File: src/rtl/memory_slot_arbiter_pkg.sv
// Shared definitions for the memory slot arbiter: owner encoding and slot length.
package mem_slot_pkg;

    localparam int SLOT_TICKS = 4;

    typedef enum logic [2:0] {
        OWN_CPU    = 3'd0,
        OWN_VIDEO  = 3'd1,
        OWN_SOUND  = 3'd2,
        OWN_DSKINT = 3'd3,
        OWN_DSKEXT = 3'd4
    } ownerT;

    // Bit positions inside the non-CPU request vector.
    localparam int REQ_VIDEO  = 0;
    localparam int REQ_SOUND  = 1;
    localparam int REQ_DSKINT = 2;
    localparam int REQ_DSKEXT = 3;

endpackage

File: src/rtl/memory_slot_arbiter_slot_picker.sv
// Next-slot owner selection: CPU on even slots, fixed priority with a
// round-robin disk tie-break on video-side slots.
module slot_picker
    import mem_slot_pkg::*;
(
    input  logic [3:0] reqVec,
    input  logic       parity,
    input  logic       rrLast,
    output ownerT      nextOwner,
    output logic       nextRrLast
);

    // parity is that of the slot being chosen; rrLast=1 means dskExt won last.
    always_comb begin
        nextOwner  = OWN_CPU;
        nextRrLast = rrLast;
        if (parity) begin
            if (reqVec[REQ_VIDEO]) begin
                nextOwner = OWN_VIDEO;
            end else if (reqVec[REQ_SOUND]) begin
                nextOwner = OWN_SOUND;
            end else if (reqVec[REQ_DSKINT] && reqVec[REQ_DSKEXT]) begin
                nextOwner  = rrLast ? OWN_DSKINT : OWN_DSKEXT;
                nextRrLast = ~rrLast;
            end else if (reqVec[REQ_DSKINT]) begin
                nextOwner  = OWN_DSKINT;
                nextRrLast = 1'b0;
            end else if (reqVec[REQ_DSKEXT]) begin
                nextOwner  = OWN_DSKEXT;
                nextRrLast = 1'b1;
            end
        end
    end

endmodule

File: src/rtl/memory_slot_arbiter.sv
// Time-slot scheduler for the shared RAM/ROM bus: alternating CPU and
// video-side slots of four clk8 ticks, with address mux and ack generation.
module memory_slot_arbiter
    import mem_slot_pkg::*;
#(
    parameter int ADDR_W = 22
) (
    input  logic              clk32,
    input  logic              _systemReset,
    input  logic              clk8_en_p,
    input  logic              _cpuAS,
    input  logic [ADDR_W-1:0] cpuAddr,
    input  logic              videoReq,
    input  logic              soundReq,
    input  logic              dskIntReq,
    input  logic              dskExtReq,
    input  logic [ADDR_W-1:0] videoAddr,
    input  logic [ADDR_W-1:0] soundAddr,
    input  logic [ADDR_W-1:0] dskReadAddrInt,
    input  logic [ADDR_W-1:0] dskReadAddrExt,
    output logic [ADDR_W-1:0] memoryAddr,
    output logic              cpuBusControl,
    output logic              videoBusControl,
    output logic              memoryLatch,
    output logic [2:0]        slotOwner,
    output logic              videoAck,
    output logic              soundAck,
    output logic              dskReadAckInt,
    output logic              dskReadAckExt,
    output logic              cpuAck
);

    logic [1:0] phase;
    logic       parity;
    ownerT      owner;
    logic       rrLast;
    logic       slotEnd;
    logic [3:0] reqVec;
    ownerT      nextOwner;
    logic       nextRrLast;

    assign slotEnd     = clk8_en_p && (phase == 2'(SLOT_TICKS - 1));
    assign memoryLatch = slotEnd;

    assign cpuAck        = slotEnd && (owner == OWN_CPU)    && !_cpuAS;
    assign videoAck      = slotEnd && (owner == OWN_VIDEO)  && videoReq;
    assign soundAck      = slotEnd && (owner == OWN_SOUND)  && soundReq;
    assign dskReadAckInt = slotEnd && (owner == OWN_DSKINT) && dskIntReq;
    assign dskReadAckExt = slotEnd && (owner == OWN_DSKEXT) && dskExtReq;

    // A request just acked is still high this cycle; keep it out of the next pick.
    assign reqVec[REQ_VIDEO]  = videoReq  && !videoAck;
    assign reqVec[REQ_SOUND]  = soundReq  && !soundAck;
    assign reqVec[REQ_DSKINT] = dskIntReq && !dskReadAckInt;
    assign reqVec[REQ_DSKEXT] = dskExtReq && !dskReadAckExt;

    slot_picker uPicker (
        .reqVec     (reqVec),
        .parity     (~parity),
        .rrLast     (rrLast),
        .nextOwner  (nextOwner),
        .nextRrLast (nextRrLast)
    );

    always_ff @(posedge clk32 or negedge _systemReset) begin
        if (!_systemReset) begin
            phase  <= 2'd0;
            parity <= 1'b0;
            owner  <= OWN_CPU;
            rrLast <= 1'b1;
        end else if (clk8_en_p) begin
            phase <= phase + 2'd1;
            if (slotEnd) begin
                parity <= ~parity;
                owner  <= nextOwner;
                rrLast <= nextRrLast;
            end
        end
    end

    always_comb begin
        memoryAddr = cpuAddr;
        case (owner)
            OWN_VIDEO:  memoryAddr = videoAddr;
            OWN_SOUND:  memoryAddr = soundAddr;
            OWN_DSKINT: memoryAddr = dskReadAddrInt;
            OWN_DSKEXT: memoryAddr = dskReadAddrExt;
            default:    memoryAddr = cpuAddr;
        endcase
    end

    assign slotOwner       = owner;
    assign cpuBusControl   = (owner == OWN_CPU);
    assign videoBusControl = !cpuBusControl;

endmodule
File: config.mk
export PLATFORM = sky130hd
export DESIGN_NAME = memory_slot_arbiter
export DESIGN_NICKNAME = d
export VERILOG_FILES = /design/src/rtl/memory_slot_arbiter_pkg.sv /design/src/rtl/memory_slot_arbiter_slot_picker.sv /design/src/rtl/memory_slot_arbiter.sv
export SDC_FILE = /design/constraint.sdc
export NUM_CORES = 1
export LEC_CHECK = 0
export ABC_AREA = 0
export CORE_MARGIN = 1.5
export CORE_UTILIZATION = 31
export CTS_CLUSTER_SIZE = 16
export DETAILED_ROUTE_END_ITERATION = 7
export GPL_ROUTABILITY_DRIVEN = 0
export MAX_ROUTING_LAYER = met4
export PLACE_DENSITY = 0.85
export SLEW_MARGIN = 20
export SYNTH_ARGS = -nofsm -noshare
export SYNTH_HDL_FRONTEND = slang
export SYNTH_SLANG_ARGS = --single-unit
File: constraint.sdc
create_clock -name clk32 -period 4.95 [get_ports clk32]
set_input_delay 1.2375 -clock clk32 [delete_from_list [all_inputs] [get_ports clk32]]
set_output_delay 1.2375 -clock clk32 [all_outputs]
set_load 0.05 [all_outputs]
==> results of run 1 <==
[kinds of logic after synthesis]
| group | synth area share, % |
|---|---|
| and+or+nand+nor | 36.3 |
| AOI/OAI and AO/OA | 37.5 |
| buffers and inverters | 9.65 |
| DFF | 12.5 |
| xor gates and xnor gates | 2.39 |
| muxes | 0.796 |
| adders and majority gates | 0.885 |
[metrics by stage]
stage | area [um^2] | setup WS [ns] | std cells
2_1_floorplan | 1410 | 0.804 | 226
3_3_place_gp | 2890 | 0.562 | 409
3_5_place_dp | 2890 | 0.546 | 409
4_1_cts | 2930 | 0.529 | 413
5_1_grt | 2930 | 0.407 | 413
6_report | 2930 | 0.527 | 413
[worst paths after layout]
path	slack, ns	startpoint	cells after the start	end
setup reg to reg	3.18	slotOwner[2]	4	slotOwner[2]
max in group asynchronous	3.37	_systemReset	1	rrLast
hold reg to reg	0.50	phase[0]	1	phase[0]
setup / recovery	0.53	clk8_en_p	6	dskReadAckExt
min in group asynchronous	1.28	_systemReset	1	phase[1]
hold / removal	0.50	phase[0]	1	phase[0]
[final cells by class]
| class | count | area share, % |
|---|---|---|
| Tap cell | 52 | 2.22 |
| Timing Repair Buffer | 153 | 51.9 |
| Inverter | 6 | 0.768 |
| Sequential cell | 7 | 6.02 |
| Multi-Input combinational cell | 191 | 37.6 |
| Clock buffer | 4 | 1.54 |
[layout by cell type (no fill, tap or decap)]
master           instances
o21ai_0                 26
ha_1                     1
o22ai_1                 16
inv_1                    6
or3_1                    1
nor3_1                   1
buf_4                    4
a32o_1                   1
mux2_2                   1
xnor2_1                  1
dfstp_2                  1
a21oi_1                 16
o311ai_0                 6
nor2_1                  27
nor2_4                   1
nor4_1                   2
or3b_1                   1
clkdlybuf4s50_1        149
a32oi_1                  3
nor2b_1                 18
nand3_1                 20
nand2b_1                 9
nand2_1                 21
clkbuf_8                 3
and3_1                   1
o31a_1                   1
dfrtp_1                  6
o221ai_1                 6
nand2b_4                 1
o22a_1                   1
clkbuf_1                 1
a221oi_1                 6
xor2_1                   1
o311ai_1                 1
xnor2_2                  1
[flip-flops by register name (all words and copies together), names as in the netlist]
signal	flops
rrLast	1
slotOwner	3
phase	2
parity	1
[layer usage]
| metal | part of all wire, % | GRT usage [%] | vias to the layer above | routed length [um] |
|---|---|---|---|---|
| li1 | - | - | 1099 | - |
| met5 | 0 | - | - | 0 |
| met1 | 41 | 30.3 | 1013 | 2560 |
| met4 | 2.2 | 5.87 | 0 | 135 |
| met2 | 50 | 42.2 | 111 | 3150 |
| met3 | 6.8 | 3.56 | 10 | 424 |
[power by group through the flow]
stage	clock network (uW)	logic [uW]	registers (uW)
after CTS	80.4	2040	147
after global routing	84.8	2160	156
after floorplan	0	1410	147
final	79.4	2030	148
after global placement	0	2010	145
after detailed placement	0	2030	146
==> impl_summary.md, run 1 <==
Status
The flow ran to the end, and the final reports show no timing, DRC or antenna violations.

Worst setup path
The maximum fanout along the worst path is 11. STA puts the critical path data required time at between 3 and 4 ns. The dominant delay contributor by cell family on the critical path is buffers and inverters.

The buffer and inverter count on the worst path is 3. The capturing element type of the critical path is an output port. On the worst path, the slowest cell contributes a delay of 0.84 ns. For the worst setup path, the data arrival time is between 3 and 4 ns.

The critical path startpoint category is an input port. The highest-delay cell along the critical path is clkdlybuf4s50_1. The signal on the critical path passes through clkdlybuf4s50_1 -> nand2_1 -> inv_1 -> nand2_1 -> nor2_1 -> clkdlybuf4s50_1. The critical path is of the input port to output port type.

Synthesis
Synthesis produced a netlist with a net count of roughly 350. For this run, asynchronously set or reset flops after synthesis account for 100%. The synthesized netlist occupies a cell area of roughly 1400 um^2. By count the netlist is led by nor2_1 (27), o21ai_0 (26), nand2_1 (21). The flop and latch count out of synthesis is 7.

The most repeated cell in the gate-level netlist after synthesis is nor2_1. In the post-synthesis netlist, the biggest area contributors are dfrtp_1 (11%), o21ai_0 (9.2%), nor2b_1 (8.0%). The number of synthesis warnings is 0. The cell count after synthesis came out at ~230. Summed over all instances, the cell type with the most area after synthesis is dfrtp_1.

The share of Yosys cell area claimed by the top area cell type is about a tenth. Yosys mapped the design onto 37 distinct sky130hd cell types. The most used flip-flop cell after synthesis is dfrtp_1. The part of the Yosys area used for sequential elements is roughly 12%.

In this run, synthesis inferred 0 flip-flops with an integrated enable. After synthesis, the mean cell area works out to around 6.3 um^2.

Clock network
The number of levels in the clock H-tree is 1. The quantity of gates resized following cts is 0. The number of clock sinks is 7. The longest clock path from root to sink contains 2 buffers. The tree is rooted in a clkbuf_8. After clock tree synthesis, the flow added hold-fix buffers numbering 0. Clock-pin slew was measured on the worst setup and hold paths at 0.04 ns.

TritonCTS built the clock tree. The clock network latency to the later pin of the worst-skew pair is approximately 0.22 ns. The number of buffers added by the clock tree synthesis step is 3. The post-CTS setup-driven buffer insertion count is 0.

Timing
For the pin with the worst max-slew slack, the measured transition is around 0.84 ns. After routing, the total negative slack on setup checks comes to 0 ns. The total count of max-transition violations in the final report is 0.

The setup clock skew after layout is ~0.0017 ns. On the final layout, the worst hold slack is about 0.50 ns. The peak clock frequency supported by timing is about 0.23 GHz. The remaining max-slew budget at the tightest pin is between 40% and 50%.

Setup repair after global routing left no endpoint under its margin. The final-report hold violation count is 0. Setup violations remaining at the end of the flow were counted as 0. Counting I/O delays and the setup requirement, the final critical path takes ~4.4 ns. The final critical path takes up 89.4% of the cycle.

Job
The total of max-cap violations is 0.

Cells and area
The total inserted antenna cells is 0. The area taken by multi-input logic gates is between 1000 and 1500 um^2. The area occupied by registers is between 150 and 200 um^2. The count of filler cells inserted in the layout is around 400.

In the final layout, the share of cells above drive strength 1 is around 3.3%. The final core utilization is between 60% and 70%. Compared with the post-synthesis result, the final layout area differs by 107%. The number of nets in the finished design is approximately 480.

Route
The total via count after detailed routing is about 2.2k. In this run, the number of DRC markers left after iteration 0 of detailed routing was 155. Using the TritonRoute via totals, the vias-per-cell ratio works out to around 5.4. After detailed routing, the average wire length per cell comes to between 15 and 20 um. The first detailed-routing pass took 4 iterations. The remaining number of nets flagged by the antenna check after routing is 0. The wire length after detailed routing is about 6300 um. The number of DRC violations after detailed routing is 0.

Power and ir drop
The worst-case IR drop observed on VDD is approximately 0.61 mV. Per report_power, the combinational group accounts for between 80% and 90% of the total. The clock network accounts for 3.5% of the total power.

The switching power summed over all nets is between 1000 and 1500 uW. Cell internal power was estimated by the tool at between 800 and 900 uW. The power density over cell area is around 770 nW/um^2. The static leakage is slightly above 0.001 uW. The switching fraction of total power is 62.3%.

Sequential cells burn 6.6% of the power. The design draws between 2000 and 2500 uW.

GRT
The first-pass GRT wire length is 9740 um. The number of global-route vias before repair is roughly 2.1k. Global routing finished with a remaining overflow of 0.

Global routing consumed, over all layers together, roughly 24% of the routing resources. The largest net degree at the start of global routing is 43. The initial antenna violation count is 0.

Floorplan
The effective utilization at floorplan is 32.2%. Measured along the y axis, the die boundary spans between 70 and 80 um. For this design the top-level I/O count stands at around 150. The floorplan die width is slightly above 70 um.

The standard cell core area is approximately 4400 um^2. The die covers ~5000 um^2. The floorplan has 24 rows.

Placement
The wire-length estimate of the detail-placed layout is just under 5000 um. The number of buffer cells added on primary ports is 150.

Worst hold path
The path class of the tightest hold or removal check is flop to flop.
(Power assumes the default switching activity.)
==> inputs of run 2 (changes only) <==
CORE_MARGIN = default   (was 1.5)
==> run 2 against run 1 <==
  * Register-to-register slack got worse by 0.20 ns
  * Setup slack got worse by 0.034 ns
  * Hold slack got worse by 0.031 ns
  * Wire length increased by 2.6%
  * Die area decreased by 2.8%
  * Sequential share of layout area unchanged
  * Combinational power about the same
  * Flip-flop and latch count unchanged
  * Power decreased by 0.27%
  * Clock-buffer cell count unchanged
  * Largest power group unchanged
==> impl_summary.md, run 2 (synthesis results as in run 1) <==
Route
The amount of wire on met2 after detailed routing came to 3110 um (-1.2%). The first-pass detailed-route iteration total is 5 (+1). The wire length the detailed router placed on met1 was 2620 um (+2.1%).

The wire length after detailed routing is 6430 um (+2.6%). The detailed router's first-iteration violation count is 127 (-18%). The sum of met3 wire segment lengths after detailed routing came to 452 um (+6.6%). The total via count after detailed routing is 2267 (+1.5%). The number of DRC violations after detailed routing was 0 (unchanged). The remaining number of nets flagged by the antenna check after routing came to 0 (unchanged). The highest layer used for signal routing is met4. The post-detailed-route wirelength per cell was 15.6 um (+2.6%). The ratio of routed vias to standard cells is 5.49 (+1.5%).

Timing
The transition time at the pin with the least slew margin was 0.822 ns (-0.0199 ns). The setup-violating endpoint count in the final report is 0 (unchanged). The remaining max-slew budget at the tightest pin is 44.9% (+1.3 points). The total negative setup slack is 0 ns (unchanged).

The post-route fraction of the period consumed by the critical path is 90.0% (+0.68 points). The setup clock skew after layout is 0.00224 ns (+0.000506 ns). Setup repair after global routing left no endpoint under its margin. The final critical path time including I/O delays and setup was 4.46 ns (+0.0337 ns). The total count of max-transition violations in the final report came to 0 (unchanged). The final-report hold violation count was 0 (unchanged). The peak clock frequency supported by timing came to 0.224 GHz (-0.76%).

Cells and area
The final core utilization is 67.3% (+0.46 points). The layout cell share with drive strength beyond 1 is 3.32% (unchanged). The leading cell type in the layout, fill and taps excluded is clkdlybuf4s50_1.

In the layout the commonest cells are clkdlybuf4s50_1 (149), nor2_1 (27), o21ai_0 (26). The number of nets in the finished design is 481 (unchanged). The area added between synthesis and finish came to 107% (unchanged). The total inserted antenna cells was 0 (unchanged). The flip-flop count of the largest register after layout is 3 (unchanged).

Clock network
The clock slew at the register clock pins of the worst setup and hold paths is 0.04 ns (about the same). The maximum clock path buffer count is 2 (unchanged). The hold-fix buffer count after cts is 0 (unchanged). The number of levels in the clock H-tree is 1 (unchanged).

The number of clock sinks is 7 (unchanged). TritonCTS built the clock tree. The quantity of gates resized following cts is 0 (unchanged). The post-CTS setup-driven buffer insertion count is 0 (unchanged). The root buffer selected by CTS is clkbuf_8.

The number of buffers added by the clock tree synthesis step came to 3 (unchanged). The clock network latency to the later pin of the worst-skew pair came to 0.23 ns (about the same).

Job
The total of max-cap violations is 0 (unchanged).

GRT
The largest net degree at the start of global routing was 47 (+9.3%). The number of global-route vias before repair is 2226 (+6.6%). The overall global routing resource usage is 27.3% (+2.8 points). The initial antenna violation count is 0 (unchanged). The first-pass GRT wire length is 10400 um (+6.9%).

The remaining global-route overflow is 0 (unchanged).

Power and ir drop
The power density over cell area is 768 nW/um^2 (-0.27%). The maximum vdd drop is 0.483 mV (-20%). The static leakage is 0.00104 uW (unchanged).

Floorplan
The I/O pin count is 151 (unchanged). The standard cell core area came to 4350 um^2 (-0.68%). The effective utilization at floorplan is 32.5% (+0.22 points). The number of rows in the core area was 24 (unchanged). The y dimension of the die is 69.5 um (-1.4%). The floorplan die width came to 69.5 um (-1.4%). The area enclosed by the die boundary is 4840 um^2 (-2.8%).

Worst setup path
The capturing element type of the critical path is an output port. The depth of the worst register-to-register path came to 5 (+1). The capturing point of the worst reg2reg path is slotOwner[2]. The endpoint required time on the critical path came to 3.71 ns (about the same). The reg-to-reg setup timing slack was 2.98 ns (-0.20 ns). The critical path startpoint category is an input port. The startpoint-to-endpoint class of the critical path is input port to output port. The maximum fanout along the worst path is 11 (unchanged). The worst reg2reg path startpoint is slotOwner[2]. The signal arrival time at the worst endpoint is 3.22 ns (+0.03 ns).

Placement
The half-perimeter wire length after detailed placement is 5020 um (+3.7%). The number of buffer cells added on primary ports is 150 (unchanged).

Worst hold path
The number of cells on the worst hold path was 1 (unchanged). In this run the worst hold path is classified as flop to flop. The endpoint of the worst hold-timing path is phase[0]. The source of the worst hold timing path is phase[0].

Status
The flow ran to the end, and the final reports show no timing, DRC or antenna violations.
-- run 2: cell counts in the layout (fill, tap and decap cells not counted) --
Identical to the previous run, type by type.
-- run 2: final cells by class --
| class | count | area (um^2) |
|---|---|---|
| well taps | 52 | 65.1 |
| inverters | 6 | 22.5 |
| multi-input cells | 191 | 1100 |
| repair buffers | 153 | 1520 |
| clock buffers | 4 | 45.0 |
| fillers | 385 | 1420 |
| flip-flops and latches | 7 | 176 |
-- run 2: how the worst max path moves through the flow --
stage	slack, ns	cells past startpoint	to	startpoint
after floorplan	0.80	5	memoryAddr[0]	slotOwner[2]
after global placement	0.54	5	memoryAddr[14]	cpuAddr[14]
after detailed placement	0.52	5	videoAck	clk8_en_p
after CTS	0.51	6	dskReadAckExt	clk8_en_p
after global routing	0.39	5	videoAck	clk8_en_p
final	0.49	6	dskReadAckExt	clk8_en_p
-- run 2: per-layer routing --
| layer | GRT usage, % | vias up |
|---|---|---|
| li1 | - | 1108 |
| met1 | 32.6 | 1017 |
| met2 | 45.7 | 122 |
| met3 | 3.78 | 20 |
| met4 | 11.6 | 0 |
| met5 | - | - |
-- run 2: metrics by stage --
step / worst slack [ns] / cells / total power, uW / hold WS [ns] / instance area [um^2]
after floorplan: 0.804 / 226 / 1560 / 0.445 / 1410
after global placement: 0.540 / 409 / 2150 / 0.461 / 2890
after detailed placement: 0.517 / 409 / 2170 / 0.465 / 2890
after CTS: 0.510 / 413 / 2260 / 0.474 / 2930
after global routing: 0.395 / 413 / 2400 / 0.492 / 2930
final: 0.493 / 413 / 2250 / 0.471 / 2930
-- run 2: report_power, final --
group / total (uW) / switching [uW] / internal [uW]
Combinational: 2020 / 1310 / 707
Clock: 83.4 / 27.5 / 56.0
Sequential: 148 / 59.6 / 88.3
-- run 2: worst max-delay path, cell delays in order --
cell	delay (ns)
clkdlybuf4s50_1	0.52
nand2_1	0.25
inv_1	0.20
nand2_1	0.07
nor2_1	0.09
clkdlybuf4s50_1	0.85
